===== config.mk =====
export PLATFORM = sky130hd
export DESIGN_NAME = hdmi_video_timing
export DESIGN_NICKNAME = d
export VERILOG_FILES = /design/src/rtl/hdmi_timing_pkg.sv /design/src/rtl/video_timing_cnt.sv /design/src/rtl/hdmi_video_timing.sv
export SDC_FILE = /design/constraint.sdc
export NUM_CORES = 1
export LEC_CHECK = 0
export CAP_MARGIN = 30
export CORE_AREA = 2 2 86 88
export DETAILED_ROUTE_END_ITERATION = 16
export DIE_AREA = 0 0 88 90
export GPL_ROUTABILITY_DRIVEN = 0
export PLACE_DENSITY = 0.82
export SLEW_MARGIN = 20
export SYNTH_ARGS = -nofsm -noshare
export SYNTH_HDL_FRONTEND = slang
export SYNTH_SLANG_ARGS = --single-unit

===== constraint.sdc =====
create_clock -name vga_clk -period 6.6 [get_ports vga_clk]
set_input_delay 0.66 -clock vga_clk [delete_from_list [all_inputs] [get_ports vga_clk]]
set_output_delay 0.66 -clock vga_clk [all_outputs]
set_load 0.01 [all_outputs]

===== src/rtl/hdmi_timing_pkg.sv =====
// Shared definitions for the HDMI video timing controller.
//   - vt_state_e      : run-control state encoding
//   - C_* constants   : 24-bit {R,G,B} colours of the test colour bars
//   - DEF_* constants : default 640x480@60 timing
//   - bar_colour()    : colour of bar 0..7, left to right
package hdmi_timing_pkg;

   typedef enum logic [1:0] {
      IDLE      = 2'd0,
      RUN       = 2'd1,
      STOP_PEND = 2'd2
   } vt_state_e;

   localparam int CNT_W   = 12;
   localparam int CNT_MAX = 4096;

   localparam logic [23:0] C_WHITE   = 24'hFFFFFF;
   localparam logic [23:0] C_YELLOW  = 24'hFFFF00;
   localparam logic [23:0] C_CYAN    = 24'h00FFFF;
   localparam logic [23:0] C_GREEN   = 24'h00FF00;
   localparam logic [23:0] C_MAGENTA = 24'hFF00FF;
   localparam logic [23:0] C_RED     = 24'hFF0000;
   localparam logic [23:0] C_BLUE    = 24'h0000FF;
   localparam logic [23:0] C_BLACK   = 24'h000000;

   localparam int DEF_H_SYNC   = 96;
   localparam int DEF_H_BACK   = 48;
   localparam int DEF_H_ACTIVE = 640;
   localparam int DEF_H_FRONT  = 16;
   localparam int DEF_V_SYNC   = 2;
   localparam int DEF_V_BACK   = 33;
   localparam int DEF_V_ACTIVE = 480;
   localparam int DEF_V_FRONT  = 10;

   function automatic logic [23:0] bar_colour(input logic [2:0] idx);
      logic [23:0] c;
      case (idx)
         3'd0:    c = C_WHITE;
         3'd1:    c = C_YELLOW;
         3'd2:    c = C_CYAN;
         3'd3:    c = C_GREEN;
         3'd4:    c = C_MAGENTA;
         3'd5:    c = C_RED;
         3'd6:    c = C_BLUE;
         default: c = C_BLACK;
      endcase
      return c;
   endfunction

endpackage


===== src/rtl/video_timing_cnt.sv =====
// Horizontal/vertical position counters with region decode.
//   clk, rst            : clock, async active-high reset
//   run                 : 1 = free-run, 0 = hold both counters at zero
//   h_cnt, v_cnt        : current position (regions: sync, back porch, active, front porch)
//   h_sync_act/v_sync_act : position lies in the sync region of that axis
//   h_active/v_active   : position lies in the active region of that axis
//   frame_last          : last pixel of the frame (h=H_TOTAL-1, v=V_TOTAL-1)
module video_timing_cnt
   import hdmi_timing_pkg::*;
#(
   parameter int H_SYNC   = DEF_H_SYNC,
   parameter int H_BACK   = DEF_H_BACK,
   parameter int H_ACTIVE = DEF_H_ACTIVE,
   parameter int H_FRONT  = DEF_H_FRONT,
   parameter int V_SYNC   = DEF_V_SYNC,
   parameter int V_BACK   = DEF_V_BACK,
   parameter int V_ACTIVE = DEF_V_ACTIVE,
   parameter int V_FRONT  = DEF_V_FRONT
) (
   input  logic             clk,
   input  logic             rst,
   input  logic             run,
   output logic [CNT_W-1:0] h_cnt,
   output logic [CNT_W-1:0] v_cnt,
   output logic             h_sync_act,
   output logic             v_sync_act,
   output logic             h_active,
   output logic             v_active,
   output logic             frame_last
);

   localparam int H_TOTAL = H_SYNC + H_BACK + H_ACTIVE + H_FRONT;
   localparam int V_TOTAL = V_SYNC + V_BACK + V_ACTIVE + V_FRONT;
   localparam logic [CNT_W-1:0] H_LAST = CNT_W'(H_TOTAL - 1);
   localparam logic [CNT_W-1:0] V_LAST = CNT_W'(V_TOTAL - 1);
   // region bounds can reach 4096, so compare one bit wider than the counters
   localparam logic [CNT_W:0] HS_END = (CNT_W+1)'(H_SYNC);
   localparam logic [CNT_W:0] HA_BEG = (CNT_W+1)'(H_SYNC + H_BACK);
   localparam logic [CNT_W:0] HA_END = (CNT_W+1)'(H_SYNC + H_BACK + H_ACTIVE);
   localparam logic [CNT_W:0] VS_END = (CNT_W+1)'(V_SYNC);
   localparam logic [CNT_W:0] VA_BEG = (CNT_W+1)'(V_SYNC + V_BACK);
   localparam logic [CNT_W:0] VA_END = (CNT_W+1)'(V_SYNC + V_BACK + V_ACTIVE);

   logic h_last;

   always_ff @(posedge clk or posedge rst) begin
      if (rst) begin
         h_cnt <= '0;
         v_cnt <= '0;
      end else if (!run) begin
         h_cnt <= '0;
         v_cnt <= '0;
      end else if (h_last) begin
         h_cnt <= '0;
         v_cnt <= (v_cnt == V_LAST) ? '0 : v_cnt + 12'd1;
      end else begin
         h_cnt <= h_cnt + 12'd1;
      end
   end

   assign h_last     = (h_cnt == H_LAST);
   assign frame_last = h_last && (v_cnt == V_LAST);
   assign h_sync_act = ({1'b0, h_cnt} < HS_END);
   assign v_sync_act = ({1'b0, v_cnt} < VS_END);
   assign h_active   = ({1'b0, h_cnt} >= HA_BEG) && ({1'b0, h_cnt} < HA_END);
   assign v_active   = ({1'b0, v_cnt} >= VA_BEG) && ({1'b0, v_cnt} < VA_END);

endmodule


===== src/rtl/hdmi_video_timing.sv =====
// HDMI video timing controller: generates hsync/vsync/DE and pixel requests,
// registers the returned RGB so all outputs leave mutually aligned.
//   vga_clk, sys_rst      : pixel clock, async active-high reset
//   enable                : run request; start/stop take effect on frame boundaries
//   pix_data_in           : {R,G,B} answer to pix_req, captured on the edge that
//                           closes the pix_req cycle
//   pix_req, pix_x, pix_y : stage-1 pixel request and its active column/row
//   hsync, vsync, rgb_valid, rgb_red/green/blue, frame_start : stage-2 outputs
// Optional feature macro HDMI_COLORBAR_EN: replace pix_data_in with an
// internal 8-bar colour pattern (pix_req is still driven).
//
// state     | meaning
// ----------+---------------------------------------------------------
// IDLE      | counters held at 0, outputs inactive
// RUN       | counters free-run, video generated
// STOP_PEND | stop requested, finishing the current frame
module hdmi_video_timing
   import hdmi_timing_pkg::*;
#(
   parameter int   H_SYNC   = DEF_H_SYNC,
   parameter int   H_BACK   = DEF_H_BACK,
   parameter int   H_ACTIVE = DEF_H_ACTIVE,
   parameter int   H_FRONT  = DEF_H_FRONT,
   parameter int   V_SYNC   = DEF_V_SYNC,
   parameter int   V_BACK   = DEF_V_BACK,
   parameter int   V_ACTIVE = DEF_V_ACTIVE,
   parameter int   V_FRONT  = DEF_V_FRONT,
   parameter logic HS_POL   = 1'b0,
   parameter logic VS_POL   = 1'b0
) (
   input  logic        vga_clk,
   input  logic        sys_rst,
   input  logic        enable,
   input  logic [23:0] pix_data_in,
   output logic        pix_req,
   output logic [11:0] pix_x,
   output logic [11:0] pix_y,
   output logic        hsync,
   output logic        vsync,
   output logic        rgb_valid,
   output logic [7:0]  rgb_red,
   output logic [7:0]  rgb_green,
   output logic [7:0]  rgb_blue,
   output logic        frame_start
);

   localparam int H_TOTAL = H_SYNC + H_BACK + H_ACTIVE + H_FRONT;
   localparam int V_TOTAL = V_SYNC + V_BACK + V_ACTIVE + V_FRONT;
   localparam logic [11:0] HA_BEG = 12'(H_SYNC + H_BACK);
   localparam logic [11:0] VA_BEG = 12'(V_SYNC + V_BACK);

   if (H_TOTAL > CNT_MAX || V_TOTAL > CNT_MAX) begin : g_total_check
      $error("hdmi_video_timing: H_TOTAL/V_TOTAL must not exceed 4096");
   end

   vt_state_e   state_q, state_d;
   logic        running;
   logic [11:0] h_cnt, v_cnt;
   logic        h_sync_act, v_sync_act, h_active, v_active, frame_last;
   logic        hs_s1, vs_s1, fs_s1;
   logic [23:0] src_rgb, rgb_q;

   always_ff @(posedge vga_clk or posedge sys_rst) begin
      if (sys_rst) state_q <= IDLE;
      else         state_q <= state_d;
   end

   // A stop that coincides with the last pixel goes straight to IDLE.
   always_comb begin
      state_d = state_q;
      case (state_q)
         IDLE:      if (enable) state_d = RUN;
         RUN:       if (!enable) state_d = frame_last ? IDLE : STOP_PEND;
         STOP_PEND: begin
            if (enable)          state_d = RUN;
            else if (frame_last) state_d = IDLE;
         end
         default:   state_d = IDLE;
      endcase
   end

   assign running = (state_q != IDLE);

   video_timing_cnt #(
      .H_SYNC(H_SYNC), .H_BACK(H_BACK), .H_ACTIVE(H_ACTIVE), .H_FRONT(H_FRONT),
      .V_SYNC(V_SYNC), .V_BACK(V_BACK), .V_ACTIVE(V_ACTIVE), .V_FRONT(V_FRONT)
   ) u_cnt (
      .clk        (vga_clk),
      .rst        (sys_rst),
      .run        (running),
      .h_cnt      (h_cnt),
      .v_cnt      (v_cnt),
      .h_sync_act (h_sync_act),
      .v_sync_act (v_sync_act),
      .h_active   (h_active),
      .v_active   (v_active),
      .frame_last (frame_last)
   );

   // Stage 1: request and sync levels for the current counter position.
   always_ff @(posedge vga_clk or posedge sys_rst) begin
      if (sys_rst) begin
         pix_req <= 1'b0;
         pix_x   <= '0;
         pix_y   <= '0;
         hs_s1   <= ~HS_POL;
         vs_s1   <= ~VS_POL;
         fs_s1   <= 1'b0;
      end else begin
         pix_req <= running && h_active && v_active;
         pix_x   <= (running && h_active && v_active) ? h_cnt - HA_BEG : '0;
         pix_y   <= (running && h_active && v_active) ? v_cnt - VA_BEG : '0;
         hs_s1   <= (running && h_sync_act) ? HS_POL : ~HS_POL;
         vs_s1   <= (running && v_sync_act) ? VS_POL : ~VS_POL;
         fs_s1   <= running && (h_cnt == '0) && (v_cnt == '0);
      end
   end

`ifdef HDMI_COLORBAR_EN
   localparam int BAR_W = (H_ACTIVE / 8 < 1) ? 1 : H_ACTIVE / 8;
   logic [11:0] bar_num;
   logic        unused_pix_data;
   assign bar_num         = pix_x / 12'(BAR_W);
   // bars past the seventh (remainder pixels) stay on the last bar
   assign src_rgb         = bar_colour((bar_num > 12'd7) ? 3'd7 : bar_num[2:0]);
   assign unused_pix_data = ^pix_data_in;
`else
   assign src_rgb = pix_data_in;
`endif

   // Stage 2: capture the source answer and delay sync/DE to match.
   always_ff @(posedge vga_clk or posedge sys_rst) begin
      if (sys_rst) begin
         hsync       <= ~HS_POL;
         vsync       <= ~VS_POL;
         rgb_valid   <= 1'b0;
         frame_start <= 1'b0;
         rgb_q       <= '0;
      end else begin
         hsync       <= hs_s1;
         vsync       <= vs_s1;
         rgb_valid   <= pix_req;
         frame_start <= fs_s1;
         rgb_q       <= pix_req ? src_rgb : '0;
      end
   end

   assign rgb_red   = rgb_q[23:16];
   assign rgb_green = rgb_q[15:8];
   assign rgb_blue  = rgb_q[7:0];

endmodule


# Yosys cells after proc, flatten, opt, wreduce, memory -nomap -nowiden
# Index checks and enable logic that the tools add are counted.
[op_classes] add_sub_neg=4 magnitude_cmp=6 eq_ne=8 muxes=16 reduce_logical=14
[ops] cell="12-bit 2-to-1 mux" n=7
[ops] cell="12-bit by 1-bit adder with 12-bit output (second input constant)" n=2
[ops] cell="12-bit by 10-bit == test with 1-bit output (second input constant)" n=2
[ops] cell="12-bit logical NOT" n=2
[ops] cell="12-bit by 10-bit < comparator with 1-bit output (second input constant)" n=2
[ops] cell="24-bit 2-to-1 mux" n=1
[ops] cell="12-bit by 6-bit >= comparator with 1-bit output (second input constant)" n=1
[ops] cell="12-bit by 8-bit >= comparator with 1-bit output (second input constant)" n=1
[ops] cell="12-bit by 2-bit < comparator with 1-bit output (second input constant)" n=1
[ops] cell="12-bit by 7-bit < comparator with 1-bit output (second input constant)" n=1
[ops] cell="12-bit by 6-bit subtractor with 12-bit output (second input constant)" n=1
[ops] cell="12-bit by 8-bit subtractor with 12-bit output (second input constant)" n=1
[ops] cell="2-bit 2-to-1 mux" n=5
[ops] cell="1-bit logical AND" n=9
[ops] cell="2-bit one-hot mux with 3 select lines" n=1
[ops] cell="2-bit != test (second input constant)" n=2
[ops] cell="3-bit != test (second input constant)" n=1
[ops] cell="3-bit AND reduction" n=1
[ops] cell="2-bit by 1-bit == test with 1-bit output (second input constant)" n=1
[ops] cell="2-bit == test (second input constant)" n=1
[ops] cell="2-bit logical NOT" n=1
[ops] cell="1-bit 2-to-1 mux" n=2
[ops] cell="2-bit by 1-bit != test with 1-bit output (second input constant)" n=1
[ops] cell="2-bit nonzero test" n=1
[word_totals] register_bits=82 input_bits=27 output_inout_bits=53

# Depth between registers and ports, before layout
[depth] word_depth=5 ltp_mapped=7 mapped_depth_nobuf=6

# By module
# Synthesis repeated with hierarchy kept, for this count alone.
[hier_totals] cells_unflattened=327 area_unflattened_um2=3563.4
[by_module_without_submodules] module="hdmi_video_timing" n_inst=1 cells_per_inst=169 area_per_inst_um2=2155.8 seq_area_each_um2=1456.4
[by_module_without_submodules] module="video_timing_cnt" n_inst=1 cells_per_inst=158 area_per_inst_um2=1407.6 seq_area_each_um2=600.6

# Worst setup path before layout
# OpenSTA, ideal clock, no wires.
[synth_timing] path_type="register to register" startpoint="reg u_cnt.v_cnt[1]" endpoint="reg pix_x[10]" t_arrival_ps=1730 required_time_ps=6514 path_slack_ps=4784 path_stages_with_launch=7 n_path_buf=1 synth_period_minus_slack_ps=1816 cell_sequence="dfrtp_1 > ha_1 > nor4_1 > nand2_1 > a221o_1 > buf_4 > nor3_1"
[synth_via] elab_chain_len=4 elab_cells_between_ends=5 cone_classes="order compare (2); mux (1); reduce/logical (2)"
[synth_lines] element="start: declaration" line="video_timing_cnt.sv:24" text="output logic [CNT_W-1:0] v_cnt,"
[synth_lines] element="start signal: assignment" line="video_timing_cnt.sv:55" text="v_cnt <= (v_cnt == V_LAST) ? '0 : v_cnt + 12'd1;"
[synth_lines] element="12-bit by 6-bit >= comparator with 1-bit output / 12-bit by 10-bit < comparator with 1-bit output (equally long branches)" line="video_timing_cnt.sv:66" text="assign v_active = ({1'b0, v_cnt} >= VA_BEG) && ({1'b0, v_cnt} < VA_END);"
[synth_lines] element="1-bit logical AND *" line="video_timing_cnt.sv:66"
[synth_lines] element="1-bit logical AND *" line="hdmi_video_timing.sv:111" text="pix_x <= (running && h_active && v_active) ? h_cnt - HA_BEG : '0;"
[synth_lines] element="12-bit 2-to-1 mux *" line="hdmi_video_timing.sv:111"
[synth_lines] element="end signal: assignment" line="hdmi_video_timing.sv:111"
[synth_lines] element="end: declaration" line="hdmi_video_timing.sv:36" text="output logic [11:0] pix_x,"
# Mark *: on every way between the ends. The rest lies on a longest branch, timed or not.
# A chain may end at the register's enable or synchronous reset.

# Worst setup path in the final report
[layout_timing] startpoint="reg u_cnt.v_cnt[0]" endpoint="reg pix_x[7]"
# Same word-level chain as after synthesis.

==> summary.md <==
| Metric | Value |
|---|---|
| Run status | `complete, no violations` |
| Largest family of logic cells by synthesized area | `simple AND/OR/NAND/NOR gates` |
| Post-Route WL | `7710 um` |
| Pin count of the biggest net entering global routing | `83` |
| Starting Density | `52.0%` |
| Port bufs | `79` |
| Chip Height | `90 um` |
| Final HPWL DP | `5300 um` |
| Stages on worst setup path | `5` |
| Crit path max-delay family | `simple AND/OR/NAND/NOR gates` |
| Mapped cell area | `3650 um^2` |
| Sw frac | `24.3%` |
| Most used DFF post-synth | `dfrtp_1` |
| Synth Area in Compound Gates | `8.57%` |
| Final ANT Viol Nets | `0` |
| FFs w/ async S/R, synth | `100%` |
| Share of layout cells above drive strength 1 | `8.00%` |
| Buffers & Inverters on Critical Path | `0` |
| DR iter-0 viols | `170` |
| Nets | `430` |
| Proportion of synthesized area in mux cells | `0%` |
| Top cell type by total area after synthesis | `dfrtp_1` |
| CP cell instances | `ha_1 > nor4_1 > nand2_1 > a221o_1 > nor4_1` |
| Root Buffer | `clkbuf_8` |
| Final core utilization | `65.9%` |
| Post-Synth Simple-Gate Area | `21.5%` |
| Post CTS Setup Buffer Count | `0` |
| Reg2Reg Depth | `5` |
| Worst vdd ir | `0.0976 mV` |
| Post-Synth XOR/XNOR Area | `5.28%` |
| Top cells by count, synth | `78 x dfrtp_1, 25 x and2_1, 25 x nor3_1, 23 x nor2_1, 17 x xnor2_1` |
| Worst hold path cell count | `0` |
| Ys Warns | `0` |
| Critical Path Start Type | `flip-flop` |
| Pins Over Slew Limit | `0` |
| Std-Cell Core Area | `7020 um^2` |
| Pwr/cell area | `210 nW/um^2` |
| Die width | `88 um` |
| Initial antenna violation count | `0` |
| Tmin final | `2380 ps` |
| Metal3 WL | `654 um` |
| Post-cts sizing count | `0` |
| Diode count | `0` |
| First-pass GRT wire length | `12400 um` |
| Slowest stage delay, CP | `660 ps` |
| Fmax | `0.421 GHz` |
| Yosys top cell area share | `53.5%` |
| Syn Area/Cell | `11.3 um^2` |
| Part of the Yosys area used for sequential elements | `56.3%` |
| RSZ-0062 raised after global routing | `false` |
| Syn Nets | `359` |
| All-Layer GR Usage | `20.2%` |
| Leak | `0.00196 uW` |
| Sequential power share | `54.6%` |
| Met2 wire length | `3580 um` |
| Count of final setup violators | `0` |
| Clk_skew | `12.3 ps` |
| Final Hold Fails | `0` |
| #FFs+latches synth | `82` |
| Die area | `7920 um^2` |
| Filler Cells Inserted | `542` |
| Post-synth EDFFs | `0` |
| CP most frequent cell | `nor4_1` |
| CP required | `6850 ps` |
| Reg clk slew, reported paths | `80 ps` |
| TritonRoute pass-1 iters | `5` |
| Tot Pwr | `972 uW` |
| CP arrival | `2630 ps` |
| H-tree depth | `3` |
| WL/cell | `15.4 um` |
| CTS tree | `done` |
| Layout area overhead | `26.8%` |
| Top cells by area, synth | `dfrtp_1 53%, and2_1 4.3%, xnor2_1 4.1%, nor3_1 3.4%, dfstp_2 2.9%` |
| I/O Pins | `80` |
| Top sig layer | `met4` |
| Max cap viols | `0` |
| Internal power | `735 uW` |
| Worst slew pin tran | `816 ps` |
| CP max-delay cell | `a221o_1` |
| Vias in the first global route | `2576` |
| Via-per-instance ratio | `5.42` |
| CP Class | `reg2reg` |
| Net Switching | `236 uW` |
| Adder-cell share of the synthesized area | `2.74%` |
| Worst setup EP type | `flip-flop` |
| Logic pwr share | `8.5%` |
| Clk network pwr share | `36.9%` |
| HP Class | `reg2reg` |
| Fin crit share | `36.0%` |
| Max clock buf depth | `2` |
| Slew margin rel. | `45.6%` |
| Clk_lat worst skew | `350 ps` |
| Clock sinks | `82` |
| Count leader, synth | `dfrtp_1` |
| Hold-fix buffers, CTS | `0` |
| Setup_tns | `0 ps` |
| Distinct cells, synth | `56` |
| Total grt overflow | `0` |
| Via count | `2704` |
| Synthesized netlist cell count | `324` |
| WL met1 | `3400 um` |
| Rows | `31` |
| CTS Buf Count | `9` |
| Critical Path Fanout Max | `24` |
| DRC Markers | `0` |
-- cell families after synthesis --
logic type,after synthesis
fa+ha+maj,8
flops,82
other cells,1
simple gates,137
xor+xnor,22
compound gates,40
buf+inv,34
-- worst reg2reg max path: stages (launching register included) --
cell and delay (ps):
dfrtp_1 490, ha_1 340, nor4_1 310, nand2_1 110, a221o_1 660, nor4_1 370
-- final timing paths --
| check | endpoint | slack (ps) | start |
|---|---|---|---|
| worst max-delay path | pix_x[7] | 4220 | u_cnt.v_cnt[0] |
| min in group asynchronous | rgb_valid | 820 | sys_rst |
| worst min register to register | frame_start | 350 | fs_s1 |
| worst max register to register | pix_x[7] | 4220 | u_cnt.v_cnt[0] |
| max in group asynchronous | u_cnt.v_cnt[10] | 5300 | sys_rst |
| worst min-delay path | frame_start | 350 | fs_s1 |
-- area by class of cell --
type | count | area [um^2] | area share (%)
clock inverter | 6 | 65.1 | 1.41
clock buffer | 10 | 128 | 2.76
sequential | 82 | 2060 | 44.4
multi-input combinational | 208 | 1390 | 30.1
tap | 99 | 124 | 2.68
timing repair buffer | 81 | 813 | 17.6
inverter | 13 | 50.0 | 1.08
-- per-layer routing --
layer	GRT usage [%]	vias up
met5	0	-
met4	7.56	0
met3	4.96	6
met2	31.4	124
met1	27.5	1303
li1	-	1271
-- flip-flops by register name, indices dropped and copies added, names as in the netlist --
name	cells
hsync	1
state_q	2
fs_s1	1
hs_s1	1
u_cnt.h_cnt	12
pix_x	12
vsync	1
u_cnt.v_cnt	12
pix_req	1
frame_start	1
rgb_q	24
rgb_valid	1
pix_y	12
vs_s1	1
-- power groups by stage --
stage | Combinational (uW) | Clock (uW) | Sequential (uW)
finish | 82.6 | 359 | 530
global route | 90.4 | 391 | 533
CTS | 83.2 | 366 | 531
detailed placement | 82.5 | 0 | 541
global placement | 80.8 | 0 | 541
floorplan | 42.4 | 0 | 541
-- cell usage in the layout, fill, tap and decap left out, types with 2 or more instances in the layout --
master / count
clkdlybuf4s50_1: 79
dfrtp_1: 78
nor3_1: 25
and2_1: 25
nor2_1: 23
xnor2_1: 17
nand2_1: 12
inv_1: 12
nand4_1: 10
a21oi_1: 9
clkbuf_8: 9
nor4_1: 8
ha_1: 8
nand3_1: 6
o21ai_0: 5
o31ai_1: 5
xor2_1: 5
or4_1: 4
nor3b_1: 4
dfstp_2: 4
nand2b_1: 3
a21boi_0: 3
nand4b_1: 3
clkinv_2: 3
and3_1: 2
a41o_1: 2
o211ai_1: 2
o41ai_1: 2
inv_6: 2
buf_6: 2
-- metrics by stage --
stage	hold slack [ps]	setup slack, ps	instances	instance area (um^2)
after floorplan	331	3840	324	3650
after global placement	337	4230	482	4420
after detailed placement	336	4130	482	4420
after CTS	355	4090	498	4610
after global routing	360	4000	499	4630
final	353	4220	499	4630
Power figures use the tool's default switching activity.
